`src/rtl/reset_seq_pkg.sv`:
```
// Shared definitions for the reset sequencer: FSM state encoding and reset-cause codes.
package reset_seq_pkg;

  typedef enum logic [1:0] {
    ST_WAIT_LOCK = 2'd0,
    ST_RELEASE   = 2'd1,
    ST_RUN       = 2'd2
  } state_e;

  localparam logic [1:0] CAUSE_POR  = 2'd0;
  localparam logic [1:0] CAUSE_LOCK = 2'd1;
  localparam logic [1:0] CAUSE_SW   = 2'd2;

endpackage

```
`src/rtl/reset_sequencer.sv`:
```
// Waits for a stable PLL lock, then releases per-domain resets one at a time in
// ascending order, restarting on lock loss or a software request.
module reset_sequencer
  import reset_seq_pkg::*;
#(
  parameter int NUM_DOMAINS = 4,
  parameter int LOCK_CYCLES = 50,
  parameter int STAGE_GAP   = 16
) (
  input  logic                   clock,
  input  logic                   reset,
  input  logic                   pll_locked,
  input  logic                   sw_reset_req,
  output logic [NUM_DOMAINS-1:0] domain_reset,
  output logic                   all_ready,
  output logic [1:0]             last_cause,
  output logic [7:0]             reset_events
);

  localparam int MAX_COUNT = (LOCK_CYCLES > STAGE_GAP) ? LOCK_CYCLES : STAGE_GAP;
  localparam int CW = $clog2(MAX_COUNT + 1);
  localparam int IW = $clog2(NUM_DOMAINS + 1);

  localparam logic [CW-1:0] LOCK_LAST = CW'(LOCK_CYCLES - 1);
  localparam logic [CW-1:0] GAP_LAST  = CW'(STAGE_GAP - 1);
  localparam logic [IW-1:0] IDX_LAST  = IW'(NUM_DOMAINS - 1);

  state_e                 state_q, state_d;
  logic [CW-1:0]          cnt_q, cnt_d;
  logic [IW-1:0]          idx_q, idx_d;
  logic [NUM_DOMAINS-1:0] dom_q, dom_d;
  logic                   rdy_q, rdy_d;
  logic [1:0]             cause_q, cause_d;
  logic [7:0]             ev_q, ev_d;

  logic abort;
  assign abort = !pll_locked || sw_reset_req;

  always_comb begin
    state_d = state_q;
    cnt_d   = cnt_q;
    idx_d   = idx_q;
    dom_d   = dom_q;
    rdy_d   = rdy_q;
    cause_d = cause_q;
    ev_d    = ev_q;

    case (state_q)
      ST_WAIT_LOCK: begin
        // Any unlocked sample or pending software request restarts the lock window.
        if (abort) begin
          cnt_d = '0;
        end else if (cnt_q == LOCK_LAST) begin
          state_d = ST_RELEASE;
          cnt_d   = '0;
          idx_d   = '0;
        end else begin
          cnt_d = cnt_q + CW'(1);
        end
      end

      ST_RELEASE, ST_RUN: begin
        if (abort) begin
          state_d = ST_WAIT_LOCK;
          cnt_d   = '0;
          idx_d   = '0;
          dom_d   = '1;
          rdy_d   = 1'b0;
          cause_d = !pll_locked ? CAUSE_LOCK : CAUSE_SW;
          if (ev_q != 8'hFF) ev_d = ev_q + 8'd1;
        end else if (state_q == ST_RELEASE) begin
          if (cnt_q == GAP_LAST) begin
            for (int i = 0; i < NUM_DOMAINS; i++) begin
              if (idx_q == IW'(i)) dom_d[i] = 1'b0;
            end
            idx_d = idx_q + IW'(1);
            cnt_d = '0;
            if (idx_q == IDX_LAST) begin
              state_d = ST_RUN;
              rdy_d   = 1'b1;
            end
          end else begin
            cnt_d = cnt_q + CW'(1);
          end
        end
      end

      default: begin
        state_d = ST_WAIT_LOCK;
        cnt_d   = '0;
        idx_d   = '0;
        dom_d   = '1;
        rdy_d   = 1'b0;
      end
    endcase
  end

  always_ff @(posedge clock) begin
    if (reset) begin
      state_q <= ST_WAIT_LOCK;
      cnt_q   <= '0;
      idx_q   <= '0;
      dom_q   <= '1;
      rdy_q   <= 1'b0;
      cause_q <= CAUSE_POR;
      ev_q    <= 8'd0;
    end else begin
      state_q <= state_d;
      cnt_q   <= cnt_d;
      idx_q   <= idx_d;
      dom_q   <= dom_d;
      rdy_q   <= rdy_d;
      cause_q <= cause_d;
      ev_q    <= ev_d;
    end
  end

  assign domain_reset = dom_q;
  assign all_ready    = rdy_q;
  assign last_cause   = cause_q;
  assign reset_events = ev_q;

endmodule

```
`config.mk`:
```
export PLATFORM = sky130hd
export DESIGN_NAME = reset_sequencer
export DESIGN_NICKNAME = d
export VERILOG_FILES = /design/src/rtl/reset_seq_pkg.sv /design/src/rtl/reset_sequencer.sv
export SDC_FILE = /design/constraint.sdc
export NUM_CORES = 1
export LEC_CHECK = 0
export ABC_AREA = 1
export CAP_MARGIN = 20
export CELL_PAD_IN_SITES_DETAIL_PLACEMENT = 0
export CELL_PAD_IN_SITES_GLOBAL_PLACEMENT = 1
export CORE_ASPECT_RATIO = 0.6
export CORE_MARGIN = 1
export CORE_UTILIZATION = 43
export DETAILED_ROUTE_END_ITERATION = 10
export GPL_ROUTABILITY_DRIVEN = 0
export GPL_TIMING_DRIVEN = 0
export PLACE_DENSITY = 0.84
export SYNTH_ARGS = -nofsm -noshare
export SYNTH_HDL_FRONTEND = slang
export SYNTH_SLANG_ARGS = --single-unit
```
`constraint.sdc`:
```
create_clock -name clock -period 2.49 [get_ports clock]
set_input_delay 0.3735 -clock clock [delete_from_list [all_inputs] [get_ports clock]]
set_output_delay 0.3735 -clock clock [all_outputs]
set_load 0.005 [all_outputs]
```
==> flow_summary.ini, run 1 <==
[run_status]
outcome = complete, no violations

[cells_and_area]
syn_to_final_growth_pct = 19.46
drive_gt1_frac = 0.1565
antenna_cells = 0
nets = 246
fin_cells = 275
mostFrequentLayoutCells = 49 x nand2_1, 28 x nor2_1, 26 x dfxtp_1
final_common_cell = nand2_1

[yosys]
synth.cell_area_um2 = 1530
synth_warnings = 0
synthCells = 209
netlist.area_leader.share = 0.3401
synthArstFlopShare = 0
yosys.area.top_type = dfxtp_1
ys_seq_area_frac = 0.3401
syn_area_per_cell_um2 = 7.322
synth_cell_types = 28
synth-edff-count = 0
synth_nets = 224
synth-main-ff-cell = dfxtp_1
synthTopCellsByArea = dfxtp_1 34%, nand2_1 12%, ha_1 9.0%
ys_ff_latch = 26

[cts]
cts-root-buf = clkbuf_8
cts_tree = yes
cts_made_buffers = 3
htreeDepth = 1
cts_resized = 0
insertion_delay_ns = 0.28
cts.sinks = 26
cts_max_path_buffers = 2
postCtsSetupBuffers = 0
holdBufCountCts = 0
clkTransAtPathRegs_ns = 0.10

[worst_setup_path]
crit_fanout = 6
cp-end-kind = primary output
crit_chain = clkdlybuf4s50_1
cp_data_required_time_ns = 2.12
max_stage_delay_ns = 0.56
worstSetupPathType = register to primary output
path_delay_family = buffers and inverters
path_buf_inv = 1
slowest_stage = clkdlybuf4s50_1
worstPathArrival_ns = 1.33
crit_path_start_kind = register

[sta]
setup-violations-final = 0
setup_tns_ns = 0
slew_headroom = 0.7867
tightest_slew_ns = 0.3200
max_freq_ghz = 0.5863
skew_ns = 0.01190
rsz0062_at_grt = false
hold_violations = 0
setup_ws_ns = 0.7842
min_period_ns = 1.706
drv_slew = 0
min_period_over_period = 0.6850

[global_route]
grt_pass1_wl_mm = 5.430
grt-busiest-layer = met1
use_met3 = 0.05047
grt_util_met1 = 0.2865
grt_pass1_vias = 1128
overflow = 0
use_met2 = 0.2793
grt_use_total = 0.1936
grt_start_max_net_pins = 16
antenna_found_initial = 0

[power_and_ir_drop]
irDropWorstVdd_mv = 0.2151
power_leakage_uw = 0.0007554
fin_total_pwr_uw = 805.4
power_density_nw_per_um2 = 440.6

[floorplan]
die_w_um = 79.02
rows = 16
start_util = 0.4605
io-pin-count = 19
die-area_um2 = 3809
die_y_um = 48.21
coreArea_um2 = 3323

[route]
drt_wl_total_mm = 3.341
detail-route-antenna-nets = 0
drtIter0Drc = 75
via_per_inst = 4.767
dr.pass1.iters = 4
wl_per_cell_um = 12.15
vias = 1311
drc = 0

[place]
place_inst = 271
portBuffers = 17
dp_hpwl_mm = 2.595
dpl_worst_slack_ns = 0.7081

[hold_path]
hold_path_class = primary input to register

[flow_run]
maxCapViolations = 0
==> cell type report <==
type	instances	area, µm²
buffer	2	16.27
tap	45	56.30
multi-input combinational	152	879.6
inverter	29	113.9
fill	336	1495
timing repair buffer	17	170.2
clock buffer	3	41.29
clock inverter	1	30.03
sequential	26	520.5
==> routing by layer <==
metal  wire, µm  share of wire
met4         17         0.0051
met5          0              0
met1       1876           0.56
met3        109          0.033
met2       1337           0.40
==> cells by family (layout without fill, tap and decap cells) <==
group,count (synthesis),count (layout),synth area share
adders and majority gates,11,11,0.08994
DFF,26,26,0.3401
xor gates and xnor gates,3,3,0.01717
buffers and inverters,31,52,0.08503
and+or+nand+nor,112,112,0.3630
AOI/OAI and AO/OA,26,26,0.1047
==> final timing paths <==
path                                startpoint                           end  slack (ns)  cells past startpoint
hold reg to reg   domain_reset[2]$_SDFFE_PP1P_  domain_reset[2]$_SDFFE_PP1P_        0.47                      2
setup reg to reg       state_q[0]$_SDFFE_PP0P_         cnt_q[4]$_SDFFE_PP0P_        0.84                      7
hold / removal                           reset        all_ready$_SDFFE_PP0P_        0.42                      2
setup / recovery  reset_events[2]$_SDFFE_PP0P_               reset_events[2]        0.78                      1
==> power by group <==
part | internal [µW] | leakage, µW | total [µW] | switching (µW)
logic | 8.92 | 0.000510 | 27.1 | 18.2
registers | 416 | 0.000210 | 417 | 1.01
clock network | 216 | 0.0000357 | 361 | 145
total | 641 | 0.000755 | 805 | 165
==> registers in the layout (all words and copies together) (netlist names) <==
signal	count
reset_events	8
cnt_q	6
domain_reset	4
idx_q	3
last_cause	2
state_q	2
all_ready	1
==> cells in the mapped netlist, types with 3 or more instances <==
cell / number
a21oi_1: 11
nand2_2: 6
nor2_1: 28
ha_1: 11
o21ai_0: 9
nand2_1: 49
nand3_1: 11
a21oi_2: 4
nand2_4: 5
inv_1: 24
dfxtp_1: 26
inv_2: 3
nor2_4: 3
==> stage by stage <==
stage / hold WS (ns) / instance area [µm²] / utilization
2_1_floorplan: 0.4408 / 1530 / -
3_3_place_gp: 0.4315 / 1757 / 0.5286
3_5_place_dp: 0.4442 / 1757 / 0.5286
4_1_cts: 0.4271 / 1828 / 0.5501
5_1_grt: 0.4247 / 1828 / 0.5501
6_report: 0.4234 / 1828 / 0.5501
Power figures use the tool's default switching activity.
==> run 2: changes to the inputs <==
- CORE_UTILIZATION: 43 -> 40
- PLACE_DENSITY: 0.84 -> 0.79
- clock period: 2.49 -> 1.75 ns (I/O delays scaled with it)
==> run 2 against run 1 <==
  * Clock power rose by 40%
  * Largest power group unchanged
  * Setup slack lost 0.61 ns
  * Core utilization shrank 1.4 points
  * Critical path depth did not move
  * Critical endpoint unchanged
  * Final cell count unchanged
  * Sequential share of layout area fell by 0.27 points
  * Flip-flop and latch count unchanged
  * Non-clock buffer count is the same
  * Count of clock-buffer cells in the layout is the same
  * Combinational power grew 42%
  * Total power increased by 42%
==> flow_summary.ini, run 2 (synthesis results as in run 1) <==
[run_status]
outcome = complete, no violations

[cts]
cts_max_path_buffers = 2
htreeDepth = 1
cts-root-buf = clkbuf_8
cts_made_buffers = 3
insertion_delay_ns = 0.27
clkTransAtPathRegs_ns = 0.10
postCtsSetupBuffers = 0
cts.sinks = 26
holdBufCountCts = 0
cts_tree = yes

[worst_setup_path]
crit_chain = clkdlybuf4s50_1
max_stage_delay_ns = 0.55
slowest_stage = clkdlybuf4s50_1
crit_path_start_kind = register
worstPathArrival_ns = 1.31
crit_fanout = 6
path_buf_inv = 1
cp_data_required_time_ns = 1.49
worstSetupPathType = register to primary output
path_delay_family = buffers and inverters
cp-end-kind = primary output

[sta]
min_period_ns = 1.575
holdWs_ns = 0.3177
min_period_over_period = 0.9000
setup_tns_ns = 0
skew_ns = 0.007464
hold_violations = 0
rsz0062_at_grt = false
slew_headroom = 0.8072
tightest_slew_ns = 0.2874
max_freq_ghz = 0.6349
drv_slew = 0
setup-violations-final = 0

[route]
via_per_inst = 4.753
wl_per_cell_um = 12.15
drtIter0Drc = 62
drt_wl_total_mm = 3.340
vias = 1307
detail-route-antenna-nets = 0
drc = 0
dr.pass1.iters = 4

[global_route]
antenna_found_initial = 0
grt_start_max_net_pins = 16
overflow = 0
grt_pass1_vias = 1221
grt_use_total = 0.1933
grt_pass1_wl_mm = 5.878

[floorplan]
die_w_um = 81.85
rows = 16
die_y_um = 49.91
die-area_um2 = 4085
io-pin-count = 19
start_util = 0.4444
coreArea_um2 = 3443

[power_and_ir_drop]
power_density_nw_per_um2 = 617.6
p_int_uw = 911.4
fin_total_pwr_uw = 1140
swShare = 0.2004
irDropWorstVdd_mv = 0.4754
seq_power_share = 0.521
power_leakage_uw = 0.0007556
pwr-share-comb = 0.034
clkPwrFrac = 0.445
netSwitchingPower_uw = 228.5

[cells_and_area]
antenna_cells = 0
drive_gt1_frac = 0.1652
largest_register_ffs = 8
final_common_cell = nand2_1
syn_to_final_growth_pct = 20.61
n_fill_cell = 350
nets = 246
mostFrequentLayoutCells = 49 x nand2_1, 27 x nor2_1, 26 x dfxtp_1
final_area_um2 = 1846

[place]
portBuffers = 17
dp_hpwl_mm = 2.632
placed_cell_area_um2 = 1757

[flow_run]
maxCapViolations = 0

[hold_path]
hold_path_class = primary input to register
run 2: cell counts in the layout (fill, tap and decap cells not counted):
Identical to the previous run, type by type.
run 2: path summary, 6_finish.rpt:
check	from	to	slack (ns)	cells after the start
setup reg to reg	state_q[0]$_SDFFE_PP0P_	idx_q[2]$_SDFFE_PP0P_	0.19	10
hold reg to reg	domain_reset[2]$_SDFFE_PP1P_	domain_reset[2]$_SDFFE_PP1P_	0.46	2
setup / recovery	reset_events[2]$_SDFFE_PP0P_	reset_events[2]	0.18	1
hold / removal	reset	all_ready$_SDFFE_PP0P_	0.32	2
run 2: worst reg2reg max path: cells and delay by family (launching register included):
kind | cells | cell delay, ns
buffers and inverters | 3 | 0.38
AND/OR/NAND/NOR | 5 | 0.34
AO/OA/AOI/OAI | 1 | 0.07
adder cells (fa/ha/maj) | 1 | 0.29
flip-flops | 1 | 0.37
run 2: metal layers:
metal / vias to the layer above / wire [µm] / track usage
met5: - / 0 / 0
met2: 30 / 1271 / 0.2686
met1: 581 / 1872 / 0.2940
met4: 0 / 14 / 0.02632
li1: 694 / - / -
met3: 2 / 181 / 0.05556
run 2: power by group through the flow:
stage / clock [µW] / sequential [µW] / combinational (µW)
5_1_grt: 559 / 594 / 43.3
2_1_floorplan: 0 / 607 / 24.7
3_5_place_dp: 0 / 608 / 38.8
3_3_place_gp: 0 / 607 / 38.4
6_report: 507 / 594 / 38.6
4_1_cts: 516 / 594 / 39.0
run 2: area by class of cell:
type	count	area, µm²	share of cell area
sequential	26	520.5	0.2820
clock buffer	3	41.29	0.02237
timing repair buffer	17	170.2	0.09220
tap	45	56.30	0.03051
multi-input combinational	152	894.6	0.4847
inverter	29	116.4	0.06305
clock inverter	1	30.03	0.01627
buffer	2	16.27	0.008814
run 2: stage by stage:
stage	cells	utilization	worst slack (ns)
after floorplan	209	-	0.3080
after global placement	271	0.5102	0.08327
after detailed placement	271	0.5102	0.06616
after CTS	275	0.5309	0.1123
after global routing	275	0.5360	0.01756
final	275	0.5360	0.1751
run 2: timing repair:
item,in CTS,in global routing
gates resized for setup,0,3
endpoints found under the hold margin,0,0
setup endpoints to repair,0,4
